--- config.mk ---
export PLATFORM = sky130hd
export DESIGN_NAME = processor_8085_pipe
export DESIGN_NICKNAME = d
export VERILOG_FILES = /design/src/rtl/proc8085_pkg.sv /design/src/rtl/processor_8085_pipe_alu.sv /design/src/rtl/processor_8085_pipe.sv
export SDC_FILE = /design/constraint.sdc
export NUM_CORES = 1
export LEC_CHECK = 0
export CORE_MARGIN = 2
export CORE_UTILIZATION = 42
export CTS_CLUSTER_SIZE = 28
export DETAILED_ROUTE_END_ITERATION = 6
export PLACE_DENSITY = 0.77
export SYNTH_ARGS = -nofsm -noshare
export SYNTH_HDL_FRONTEND = slang
export SYNTH_SLANG_ARGS = --single-unit
--- constraint.sdc ---
create_clock -name clk -period 1.7 [get_ports clk]
set_input_delay 0.34 -clock clk [delete_from_list [all_inputs] [get_ports clk]]
set_output_delay 0.34 -clock clk [all_outputs]
set_load 0.05 [all_outputs]
--- src/rtl/proc8085_pkg.sv ---
// proc8085_pkg: opcodes, register codes, ALU ops and the IF/EX bundle.
// SIGN_PARITY_EN adds the JP/JM opcodes to the jump set.
package proc8085_pkg;

   localparam logic [7:0] OP_NOP = 8'h00;
   localparam logic [7:0] OP_HLT = 8'h76;
   localparam logic [7:0] OP_JMP = 8'hC3;
   localparam logic [7:0] OP_JNZ = 8'hC2;
   localparam logic [7:0] OP_JZ  = 8'hCA;
   localparam logic [7:0] OP_JNC = 8'hD2;
   localparam logic [7:0] OP_JC  = 8'hDA;
   localparam logic [7:0] OP_JP  = 8'hF2;
   localparam logic [7:0] OP_JM  = 8'hFA;

   localparam logic [2:0] REG_B = 3'd0;
   localparam logic [2:0] REG_C = 3'd1;
   localparam logic [2:0] REG_D = 3'd2;
   localparam logic [2:0] REG_E = 3'd3;
   localparam logic [2:0] REG_H = 3'd4;
   localparam logic [2:0] REG_L = 3'd5;
   localparam logic [2:0] REG_M = 3'd6;
   localparam logic [2:0] REG_A = 3'd7;
   localparam int         A_IDX = 6;

   typedef enum logic [2:0] {
      ALU_ADD, ALU_SUB, ALU_ANA, ALU_XRA,
      ALU_ORA, ALU_INR, ALU_DCR, ALU_PASS
   } alu_op_e;

   typedef struct packed {
      logic        valid;
      logic [7:0]  opcode;
      logic [7:0]  imm8;
      logic [15:0] imm16;
   } if_ex_t;

   function automatic logic is_jump_op(input logic [7:0] op);
      logic j;
      j = op inside {OP_JMP, OP_JNZ, OP_JZ, OP_JNC, OP_JC};
`ifdef SIGN_PARITY_EN
      j = j || (op inside {OP_JP, OP_JM});
`endif
      return j;
   endfunction

   function automatic logic [1:0] instr_len(input logic [7:0] op);
      if (op[7:6] == 2'b00 && op[2:0] == 3'b110) return 2'd2;
      if (is_jump_op(op)) return 2'd3;
      return 2'd1;
   endfunction

   // A lives at index 6 because code 6 (M) has no storage.
   function automatic logic [2:0] reg_idx(input logic [2:0] code);
      return (code == REG_A) ? 3'(A_IDX) : code;
   endfunction

endpackage

--- src/rtl/processor_8085_pipe_alu.sv ---
// alu_8085: combinational 8-bit ALU for the 8085 subset.
// cy is carry for ADD and borrow for SUB; logic ops clear it.
module alu_8085
   import proc8085_pkg::*;
(
   input  alu_op_e    op,
   input  logic [7:0] a,
   input  logic [7:0] b,
   output logic [7:0] result,
   output logic       cy,
   output logic       z
);

   logic [8:0] wide;

   // Compute result and carry/borrow for the selected operation
   always_comb begin
      wide   = '0;
      result = b;
      cy     = 1'b0;
      case (op)
         ALU_ADD: begin
            wide   = {1'b0, a} + {1'b0, b};
            result = wide[7:0];
            cy     = wide[8];
         end
         ALU_SUB: begin
            wide   = {1'b0, a} - {1'b0, b};
            result = wide[7:0];
            cy     = wide[8];
         end
         ALU_ANA: result = a & b;
         ALU_XRA: result = a ^ b;
         ALU_ORA: result = a | b;
         ALU_INR: result = a + 8'd1;
         ALU_DCR: result = a - 8'd1;
         default: result = b;
      endcase
      z = (result == 8'h00);
   end

endmodule

--- src/rtl/processor_8085_pipe.sv ---
// processor_8085_pipe: 2-stage IF->EX 8085 subset core with internal ROM.
// SIGN_PARITY_EN adds s/p flag outputs and the JP/JM jumps.
module processor_8085_pipe
   import proc8085_pkg::*;
#(
   parameter int PROG_DEPTH = 256,
   parameter     PROG_FILE  = "prog.hex"
) (
   input  logic        clk,
   input  logic        rst,
   output logic        cy,
   output logic        z,
`ifdef SIGN_PARITY_EN
   output logic        s,
   output logic        p,
`endif
   output logic [7:0]  acc_out,
   output logic [15:0] pc_out,
   output logic        stall_jump,
   output logic        halted
);

   localparam int AW = (PROG_DEPTH > 1) ? $clog2(PROG_DEPTH) : 1;

   // Program image is preloaded by the loading flow from PROG_FILE.
   logic [7:0] rom [PROG_DEPTH];
   logic       unused_prog_file;
   assign unused_prog_file = ^PROG_FILE;

   logic [15:0] pc_q, pc_d;
   if_ex_t      ifex_q, ifex_d;
   logic [7:0]  regfile_q [7];
   logic [7:0]  regfile_d [7];
   logic        cy_q, cy_d, z_q, z_d;
   logic        stall_q, stall_d, halt_q, halt_d;
`ifdef SIGN_PARITY_EN
   logic        s_q, s_d, p_q, p_d;
`endif

   logic [7:0] op_f, b1_f, b2_f;
   logic [1:0] len_f;
   logic [7:0] op_x;
   logic [2:0] dst, src, rd, rs;
   logic       is_hlt, is_mov, is_mvi, is_inr, is_dcr, is_alu, is_jmp;
   logic       hlt_ex, jump_taken;
   alu_op_e    alu_op;
   logic [7:0] alu_a, alu_b, alu_res;
   logic       alu_cy, alu_z;

   function automatic logic [7:0] rom_rd(input logic [15:0] addr);
      if (32'(addr) < PROG_DEPTH) return rom[addr[AW-1:0]];
      return OP_NOP;
   endfunction

   // IF: read three bytes at pc and size the instruction
   always_comb begin
      op_f  = rom_rd(pc_q);
      b1_f  = rom_rd(pc_q + 16'd1);
      b2_f  = rom_rd(pc_q + 16'd2);
      len_f = instr_len(op_f);
   end

   // EX decode: classify the latched opcode and steer the ALU
   always_comb begin
      op_x   = ifex_q.opcode;
      dst    = op_x[5:3];
      src    = op_x[2:0];
      rd     = reg_idx(dst);
      rs     = reg_idx(src);
      is_hlt = ifex_q.valid && op_x == OP_HLT;
      is_mov = ifex_q.valid && op_x[7:6] == 2'b01 && op_x != OP_HLT
               && dst != REG_M && src != REG_M;
      is_mvi = ifex_q.valid && op_x[7:6] == 2'b00 && src == 3'b110
               && dst != REG_M;
      is_inr = ifex_q.valid && op_x[7:6] == 2'b00 && src == 3'b100
               && dst != REG_M;
      is_dcr = ifex_q.valid && op_x[7:6] == 2'b00 && src == 3'b101
               && dst != REG_M;
      is_alu = ifex_q.valid && op_x[7:6] == 2'b10 && src != REG_M
               && dst != 3'b001 && dst != 3'b011;
      is_jmp = ifex_q.valid && is_jump_op(op_x);
      alu_op = ALU_PASS;
      alu_a  = regfile_q[A_IDX];
      alu_b  = regfile_q[rs];
      if (is_inr || is_dcr) begin
         alu_op = is_inr ? ALU_INR : ALU_DCR;
         alu_a  = regfile_q[rd];
      end else if (is_alu) begin
         case (dst)
            3'b000:         alu_op = ALU_ADD;
            3'b010, 3'b111: alu_op = ALU_SUB;
            3'b100:         alu_op = ALU_ANA;
            3'b101:         alu_op = ALU_XRA;
            3'b110:         alu_op = ALU_ORA;
            default:        alu_op = ALU_PASS;
         endcase
      end
   end

   alu_8085 u_alu (
      .op     (alu_op),
      .a      (alu_a),
      .b      (alu_b),
      .result (alu_res),
      .cy     (alu_cy),
      .z      (alu_z)
   );

   // EX writeback: registers, flags, jump and halt resolution
   always_comb begin
      regfile_d  = regfile_q;
      cy_d       = cy_q;
      z_d        = z_q;
`ifdef SIGN_PARITY_EN
      s_d        = s_q;
      p_d        = p_q;
`endif
      hlt_ex     = 1'b0;
      jump_taken = 1'b0;
      unique case (1'b1)
         is_hlt: hlt_ex = 1'b1;
         is_mov: regfile_d[rd] = regfile_q[rs];
         is_mvi: regfile_d[rd] = ifex_q.imm8;
         is_inr, is_dcr: begin
            regfile_d[rd] = alu_res;
            z_d           = alu_z;
`ifdef SIGN_PARITY_EN
            s_d           = alu_res[7];
            p_d           = ~^alu_res;
`endif
         end
         is_alu: begin
            if (dst != 3'b111) regfile_d[A_IDX] = alu_res;
            cy_d = alu_cy;
            z_d  = alu_z;
`ifdef SIGN_PARITY_EN
            s_d  = alu_res[7];
            p_d  = ~^alu_res;
`endif
         end
         is_jmp: begin
            case (op_x)
               OP_JMP:  jump_taken = 1'b1;
               OP_JNZ:  jump_taken = !z_q;
               OP_JZ:   jump_taken = z_q;
               OP_JNC:  jump_taken = !cy_q;
               OP_JC:   jump_taken = cy_q;
`ifdef SIGN_PARITY_EN
               OP_JP:   jump_taken = !s_q;
               OP_JM:   jump_taken = s_q;
`endif
               default: jump_taken = 1'b0;
            endcase
         end
         default: ;
      endcase
   end

   // Next PC and IF/EX: halt freezes, taken jump squashes the fetch
   always_comb begin
      pc_d    = pc_q;
      ifex_d  = '0;
      stall_d = 1'b0;
      halt_d  = halt_q;
      if (halt_q) begin
         halt_d = 1'b1;
      end else if (hlt_ex) begin
         halt_d = 1'b1;
      end else if (jump_taken) begin
         pc_d    = ifex_q.imm16;
         stall_d = 1'b1;
      end else begin
         pc_d          = pc_q + 16'(len_f);
         ifex_d.valid  = 1'b1;
         ifex_d.opcode = op_f;
         ifex_d.imm8   = b1_f;
         ifex_d.imm16  = {b2_f, b1_f};
      end
   end

   // State registers with asynchronous clear
   always_ff @(posedge clk or posedge rst) begin
      if (rst) begin
         pc_q      <= '0;
         ifex_q    <= '0;
         regfile_q <= '{default: 8'h00};
         cy_q      <= 1'b0;
         z_q       <= 1'b0;
         stall_q   <= 1'b0;
         halt_q    <= 1'b0;
`ifdef SIGN_PARITY_EN
         s_q       <= 1'b0;
         p_q       <= 1'b0;
`endif
      end else begin
         pc_q      <= pc_d;
         ifex_q    <= ifex_d;
         regfile_q <= regfile_d;
         cy_q      <= cy_d;
         z_q       <= z_d;
         stall_q   <= stall_d;
         halt_q    <= halt_d;
`ifdef SIGN_PARITY_EN
         s_q       <= s_d;
         p_q       <= p_d;
`endif
      end
   end

   assign cy         = cy_q;
   assign z          = z_q;
`ifdef SIGN_PARITY_EN
   assign s          = s_q;
   assign p          = p_q;
`endif
   assign acc_out    = regfile_q[A_IDX];
   assign pc_out     = pc_q;
   assign stall_jump = stall_q;
   assign halted     = halt_q;

endmodule

==> flow_metrics.env, run 1 <==
export IMPL_final_nets=97
export IMPL_insertion_delay_ns=0.28
export IMPL_gp_congestion=0.693
export IMPL_ant_nets=0
export IMPL_fin_skew_ns=0.00328
export IMPL_largest_reg_flops=16
export IMPL_cp_start_kind="register"
export IMPL_drv_cap=0
export IMPL_syn_inst=72
export IMPL_first_pass_iters=4
export IMPL_clkTransAtPathRegs_ns=0.09
export IMPL_power_frac_comb_pct=10.0
export IMPL_required_ns=1.91
export IMPL_setup_ws_ns=0.310
export IMPL_core_um2=1730
export IMPL_end_kind="register"
export IMPL_rows=15
export IMPL_cts_buffers=3
export IMPL_power_frac_clock_pct=35.2
export IMPL_synthTopCellsByArea="dfrtp_1 52%, buf_4 12%, xor2_1 9.0%"
export IMPL_setup_tns_final_ns=0
export IMPL_cts_max_path_buffers=2
export IMPL_netlist_area_leader_share_pct=51.5
export IMPL_ys_warn_count=0
export IMPL_synth_area_um2=777
export IMPL_power_density_nw_per_um2=704
export IMPL_syn_to_final_growth_pct=26.6
export IMPL_yosysTopAreaCell="dfrtp_1"
export IMPL_start_util_pct=45.0
export IMPL_status="finished clean"
export IMPL_cp_data_arrival_time_ns=1.60
export IMPL_p_sw_share_pct=25.8
export IMPL_ctsResizeCount=0
export IMPL_fillers=153
export IMPL_drt_total_wl_um=1290
export IMPL_avgSynthCellArea_um2=10.8
export IMPL_layout_min_cycle_time_ns=1.39
export IMPL_htree_num_levels=1
export IMPL_wl_per_cell_um=10.9
export IMPL_vdd_drop_max_v=0.000573
export IMPL_power_switching_mw=0.178
export IMPL_cts_root_buf="clkbuf_4"
export IMPL_crit_type="reg2reg"
export IMPL_grt_pass1_vias=456
export IMPL_first_iter_violations=3
export IMPL_globalRouteOverflowTotal=0
export IMPL_synth_cell_type_count=15
export IMPL_p_leak_nw=0.514
export IMPL_die_area_um2=2210
export IMPL_place_port_buffers=17
export IMPL_hold_violations=0
export IMPL_slew_violations=0
export IMPL_ios=30
export IMPL_grt_pass1_wl_um=2010
export IMPL_cp_max_fo=6
export IMPL_seqPwrFrac_pct=54.9
export IMPL_ys_seq_elements=16
export IMPL_rsz0062_at_grt="false"
export IMPL_cts_sinks=16
export IMPL_cts_tree="built"
export IMPL_ys_seq_area_share_pct=51.5
export IMPL_drive_gt1_share_pct=23.7
export IMPL_dp_cells=114
export IMPL_p_int_mw=0.514
export IMPL_final_instance_count_excl_fill=118
export IMPL_period_share_pct=81.8
export IMPL_fp_dieH_um=47.0
export IMPL_die_x_um=47.0
export IMPL_vias=515
export IMPL_vias_per_cell=4.36
export IMPL_setup_viol=0
export IMPL_post_place_ws_ns=0.315
export IMPL_remaining_drc_errors=0
export IMPL_grt_max_degree=17
export IMPL_fmax_ghz=0.720
export IMPL_cts_setup_buffers=0
export IMPL_diodes=0
export IMPL_hold_class="in2async"
export IMPL_ctsHoldBuffers=0
export IMPL_hpwlAfterDp_um=959
export IMPL_track_usage_pct=13.3
export IMPL_antenna_found_initial=0
==> per-stage QoR <==
stage / utilization, % / hold slack [ns] / total power [mW] / cell area [µm²]
finish: 57.0 / 0.354 / 0.693 / 983
global route: 57.0 / 0.369 / 0.731 / 983
CTS: 57.0 / 0.354 / 0.707 / 983
detailed placement: 54.9 / 0.460 / 0.457 / 947
global placement: 54.9 / 0.456 / 0.457 / 947
floorplan: - / 0.254 / 0.473 / 818
==> layer usage <==
layer  global-route usage (%)  wire (µm)  vias up
li1                         -          -      260
met1                     16.3        588      234
met2                     21.1        595       21
met3                     7.69        102        0
met4                     1.67          0        0
met5                        0          0        -
==> power by group through the flow <==
stage                     logic (mW)  clock network (mW)  registers, mW
final                         0.0689               0.243          0.380
after global routing          0.0734               0.277          0.380
after CTS                     0.0690               0.257          0.380
after detailed placement      0.0690                   0          0.388
after global placement        0.0689                   0          0.388
after floorplan               0.0847                   0          0.388
==> synth_stat cells <==
| master | count |
|---|---|
| nand4_2 | 1 |
| inv_1 | 5 |
| dfrtp_1 | 16 |
| nand3_1 | 5 |
| nor2_1 | 2 |
| nor3_1 | 4 |
| conb_1 | 1 |
| nand2_1 | 3 |
| xor2_1 | 8 |
| buf_4 | 12 |
| and4_1 | 1 |
| nand4_1 | 4 |
| xnor2_1 | 6 |
| ha_1 | 1 |
| nor4_1 | 3 |
==> cell families (layout without fill, tap and decap cells) <==
group         after synthesis  in the layout  synth area share (%)
buf+inv                    17             27                  14.0
fa+ha+maj                   1              1                  1.61
other cells                 1             12                 0.483
flops                      16             16                  51.5
xor+xnor                   14             14                  15.8
simple gates               23             23                  16.6
==> final cells by class <==
type	count	area (µm²)	share of cell area [%]
Clock buffer	4	36.3	3.69
Inverter	5	18.8	1.91
Multi-Input combinational cell	50	309	31.4
Sequential cell	16	400	40.7
Tap cell	25	31.3	3.18
Timing Repair Buffer	18	188	19.1
==> worst paths after layout <==
path                       slack (ns)          to  cells past startpoint  startpoint
max in group asynchronous        1.17   pc_out[0]                      3         rst
min in group clk                 0.47  pc_out[15]                      1  pc_out[15]
min                              0.35   pc_out[9]                      3         rst
max                              0.31  pc_out[14]                      4   pc_out[0]
min reg2reg                      0.47  pc_out[15]                      1  pc_out[15]
max reg2reg                      0.31  pc_out[14]                      4   pc_out[0]
==> critical path: stages, from the launching register on <==
cell,delay (ns)
dfrtp_1,0.45
ha_1,0.24
nand4_1,0.19
nor4_1,0.27
xor2_1,0.17
==> cells in the final DEF (no fill, tap or decap) <==
master | netlist | layout
nand2_1 | 3 | 3
clkdlybuf4s50_1 | 0 | 1
nand4_1 | 4 | 4
dfrtp_1 | 16 | 16
nor2_1 | 2 | 2
clkbuf_4 | 0 | 3
clkbuf_8 | 0 | 1
xor2_1 | 8 | 8
and4_1 | 1 | 1
nand3_1 | 5 | 5
nor4_1 | 3 | 3
xnor2_1 | 6 | 6
buf_4 | 12 | 13
ha_1 | 1 | 1
inv_1 | 5 | 5
nand4_2 | 1 | 1
conb_1 | 1 | 12
buf_12 | 0 | 4
nor3_1 | 4 | 4
Note: power is estimated with default switching activity, not from simulation.
==> inputs of run 2 (changes only) <==
- clock period: 1.7 -> 1.3 ns (I/O delays scaled with it)
==> flow_metrics.env, run 2 (same netlist as run 1, synthesis figures left out) <==
export IMPL_status="finished clean"
export IMPL_hpwlAfterDp_um=1170
export IMPL_setup_ws_ns=0.0100
export IMPL_cts_tree="built"
export IMPL_drive_gt1_share_pct=51.0
export IMPL_first_iter_violations=4
export IMPL_wl_per_cell_um=11.9
export IMPL_cts_buffers=3
export IMPL_largest_reg_flops=16
export IMPL_core_um2=1730
export IMPL_fp_dieH_um=47.0
export IMPL_setup_viol=0
export IMPL_drt_total_wl_um=1530
export IMPL_first_pass_iters=4
export IMPL_cp_data_arrival_time_ns=1.03
export IMPL_ios=30
export IMPL_layout_min_cycle_time_ns=1.29
export IMPL_globalRouteOverflowTotal=0
export IMPL_mostFrequentLayoutCell="buf_12"
export IMPL_crit_type="reg2out"
export IMPL_fin_skew_ns=0.00209
export IMPL_die_area_um2=2210
export IMPL_final_nets=108
export IMPL_p_leak_nw=0.585
export IMPL_rows=15
export IMPL_max_stage_delay_ns=0.43
export IMPL_period_share_pct=99.2
export IMPL_antenna_found_initial=0
export IMPL_clkTransAtPathRegs_ns=0.09
export IMPL_cp_max_fo=5
export IMPL_cts_max_path_buffers=2
export IMPL_cts_root_buf="clkbuf_4"
export IMPL_gp_congestion=0.719
export IMPL_report_power_total_mw=0.859
export IMPL_critPathBufInv=2
export IMPL_required_ns=1.04
export IMPL_die_x_um=47.0
export IMPL_crit_slowest_cell="dfrtp_2"
export IMPL_hold_class="in2async"
export IMPL_place_port_buffers=17
export IMPL_finalInstanceArea_um2=1280
export IMPL_fmax_ghz=0.775
export IMPL_post_place_ws_ns=0.0482
export IMPL_cp_start_kind="register"
export IMPL_syn_to_final_growth_pct=64.4
export IMPL_path_cells="buf_4, buf_12"
export IMPL_insertion_delay_ns=0.28
export IMPL_hold_violations=0
export IMPL_crit_family="flip-flops"
export IMPL_ctsHoldBuffers=0
export IMPL_mostFrequentLayoutCells="16 x buf_12, 14 x dfrtp_2, 12 x conb_1"
export IMPL_grt_pass1_wl_um=2620
export IMPL_vdd_drop_max_v=0.000605
export IMPL_ant_nets=0
export IMPL_grt_max_degree=17
export IMPL_start_util_pct=45.0
export IMPL_track_usage_pct=16.8
export IMPL_slew_violations=0
export IMPL_postPlaceCellArea_um2=1230
export IMPL_vias=592
export IMPL_remaining_drc_errors=0
export IMPL_vias_per_cell=4.59
export IMPL_grt_pass1_vias=615
export IMPL_power_density_nw_per_um2=673
export IMPL_diodes=0
export IMPL_cts_sinks=16
export IMPL_end_kind="primary output"
export IMPL_rsz0062_at_grt="true"
export IMPL_htree_num_levels=1
export IMPL_drv_cap=0
run 2: tightest hold or removal path, delay by kind of cell:
kind / cells / cell delay [ns]
buf+inv: 3 / 0.68
run 2: metrics by stage:
stage	cells	utilization [%]	TNS [ns]	hold slack, ns
2_1_floorplan	83	-	-0.380	0.173
3_3_place_gp	124	71.0	0	0.488
3_5_place_dp	124	71.0	0	0.508
4_1_cts	129	73.0	0	0.297
5_1_grt	129	74.0	-0.247	0.320
6_report	129	74.0	0	0.286
run 2: timing repair:
item | in CTS | in global routing
buffers inserted | 1 | 0
pin swaps | 0 | 3
endpoints found under the setup margin | 1 | 9
gates resized for setup | 0 | 4
run 2: final timing paths:
kind                       cells past startpoint  slack [ns]    endpoint      start
setup / recovery                               2        0.01   pc_out[0]  pc_out[0]
hold / removal                                 3        0.29  pc_out[15]        rst
setup reg to reg                               4        0.02  pc_out[10]  pc_out[0]
hold reg to reg                                1        0.54   pc_out[7]  pc_out[7]
max in group asynchronous                      3        0.82  pc_out[12]        rst
min in group clk                               1        0.54   pc_out[7]  pc_out[7]
run 2: report_power, final:
group / internal (mW) / switching [mW]
Combinational: 0.00485 / 0.0854
Clock: 0.119 / 0.153
Sequential: 0.497 / 0
run 2: cell type report:
cell class                      count  area [µm²]
Multi-Input combinational cell     50         355
Tap cell                           25        31.3
Sequential cell                    16         418
Clock buffer                        4        26.3
Timing Repair Buffer               29         428
Fill cell                         109         449
Inverter                            5        18.8
run 2: metal layers:
| metal | vias to the layer above | global-route usage [%] | share of wire [%] |
|---|---|---|---|
| li1 | 283 | - | - |
| met3 | 0 | 3.46 | 3.8 |
| met5 | - | 0 | 0 |
| met1 | 292 | 23.5 | 45 |
| met2 | 17 | 25.5 | 51 |
| met4 | 0 | 7.22 | 0 |
==> inputs of run 3 (changes only) <==
- CORE_MARGIN: 2 -> not set
==> flow_metrics.env, run 3 (same netlist as run 1, synthesis figures left out) <==
export IMPL_hpwlAfterDp_um=1260
export IMPL_cp_data_arrival_time_ns=1.52
export IMPL_globalRouteOverflowTotal=0
export IMPL_grt_pass1_vias=601
export IMPL_cts_tree="built"
export IMPL_crit_start="pc_out[0]"
export IMPL_grt_max_degree=17
export IMPL_gp_congestion=0.776
export IMPL_crit_family="flip-flops"
export IMPL_crit_slowest_cell="dfrtp_2"
export IMPL_cts_max_path_buffers=2
export IMPL_p_int_mw=0.673
export IMPL_cts_root_buf="clkbuf_4"
export IMPL_r2r_start="pc_out[0]"
export IMPL_required_ns=1.52
export IMPL_die_x_um=45.0
export IMPL_reg2reg_setup_slack_ns=0.001
export IMPL_layout_min_cycle_time_ns=1.30
export IMPL_setup_ws_ns=0.00107
export IMPL_r2r_end="pc_out[14]"
export IMPL_start_util_pct=45.0
export IMPL_fp_dieH_um=45.0
export IMPL_fmax_ghz=0.770
export IMPL_largest_reg_flops=16
export IMPL_track_usage_pct=19.9
export IMPL_vdd_drop_max_v=0.000565
export IMPL_whs_ns=0.263
export IMPL_rows=15
export IMPL_syn_to_final_growth_pct=79.1
export IMPL_ff2ff_path_depth=5
export IMPL_first_pass_iters=4
export IMPL_wl_per_cell_um=14.1
export IMPL_vias=637
export IMPL_ctsHoldBuffers=0
export IMPL_dp_cells=124
export IMPL_core_um2=1730
export IMPL_htree_num_levels=1
export IMPL_path_cells="ha_4, nand4_1, buf_6, nor4_4, xor2_1"
export IMPL_insertion_delay_ns=0.29
export IMPL_seqPwrFrac_pct=53.9
export IMPL_post_place_ws_ns=-0.00469
export IMPL_power_switching_mw=0.250
export IMPL_status="finished clean"
export IMPL_hold_violations=0
export IMPL_path_depth=5
export IMPL_drt_total_wl_um=1920
export IMPL_critPathBufInv=1
export IMPL_utilization_pct=80.6
export IMPL_ant_nets=0
export IMPL_hold_class="in2async"
export IMPL_cp_start_kind="register"
export IMPL_drive_gt1_share_pct=54.1
export IMPL_die_area_um2=2030
export IMPL_final_instance_count_excl_fill=136
export IMPL_crit_type="reg2reg"
export IMPL_rsz0062_at_grt="true"
export IMPL_clkTransAtPathRegs_ns=0.10
export IMPL_first_iter_violations=9
export IMPL_vias_per_cell=4.68
export IMPL_period_share_pct=99.9
export IMPL_drv_cap=0
export IMPL_power_frac_clock_pct=36.3
export IMPL_mostFrequentLayoutCell="buf_12"
export IMPL_place_port_buffers=17
export IMPL_fin_skew_ns=0.00286
export IMPL_cp_max_fo=5
export IMPL_mostFrequentLayoutCells="16 x buf_12, 14 x dfrtp_2, 13 x buf_4"
export IMPL_critical_path_endpoint="pc_out[14]"
export IMPL_grt_pass1_wl_um=2780
export IMPL_end_kind="register"
export IMPL_p_sw_share_pct=27.1
export IMPL_setup_viol=0
export IMPL_power_density_nw_per_um2=663
export IMPL_power_frac_comb_pct=9.8
export IMPL_remaining_drc_errors=0
export IMPL_p_leak_nw=0.695
export IMPL_postPlaceCellArea_um2=1230
export IMPL_diodes=0
export IMPL_cts_sinks=16
export IMPL_max_stage_delay_ns=0.40
export IMPL_ios=30
export IMPL_finalInstanceArea_um2=1390
export IMPL_final_nets=115
export IMPL_cts_buffers=3
export IMPL_antenna_found_initial=0
export IMPL_slew_violations=0
-- run 3: cell types whose count changed in the layout (fill, tap and decap cells not counted), moves of 2 or more --
cell and delta:
buf_6 +4, buf_4 +3, nor4_2 -3, nor4_4 +3, nor3_2 -2
-- run 3: stage by stage --
step / total power [mW] / TNS (ns)
after floorplan: 0.618 / -0.380
after global placement: 0.597 / 0
after detailed placement: 0.597 / -0.00469
after CTS: 0.937 / 0
after global routing: 0.961 / -0.201
final: 0.922 / 0
-- run 3: timing repair --
action,in CTS,in global routing
gates resized for setup,3,9
endpoints found under the hold margin,0,0
buffers inserted,2,6
pin swaps,0,10
setup endpoints to repair,5,14
-- run 3: worst reg2reg max path: stages (launching register included) --
cell and delay [ns]:
dfrtp_2 0.40, ha_4 0.15, nand4_1 0.12, buf_6 0.17
nor4_4 0.23, xor2_1 0.16
-- run 3: final cells by class --
cell class | instances | area [µm²]
clock buffers | 4 | 36.3
inverters | 5 | 18.8
repair buffers | 36 | 495
well taps | 25 | 31.3
multi-input cells | 50 | 392
fillers | 112 | 335
flip-flops and latches | 16 | 418
-- run 3: layer usage --
layer	share of wire (%)	global-route usage [%]	vias up
met1	40	25.0	314
met4	3.2	10.9	0
met2	54	31.3	21
met5	0	0	-
met3	3.0	4.80	6
li1	-	-	296
-- run 3: worst min path at each step --
stage                     startpoint         end  slack, ns  cells after the start
after global placement     pc_out[1]   pc_out[1]       0.51                      1
after global routing             rst   pc_out[3]       0.28                      3
after CTS                        rst   pc_out[1]       0.26                      3
after floorplan                  rst  pc_out[14]       0.17                      1
final                            rst   pc_out[3]       0.26                      3
after detailed placement   pc_out[1]   pc_out[1]       0.52                      1
-- run 3: power by group through the flow --
stage	Combinational [mW]	Clock (mW)	Sequential, mW
2_1_floorplan	0.111	0	0.507
3_3_place_gp	0.0898	0	0.507
3_5_place_dp	0.0904	0	0.507
4_1_cts	0.0904	0.349	0.497
5_1_grt	0.0952	0.368	0.497
6_report	0.0907	0.334	0.497
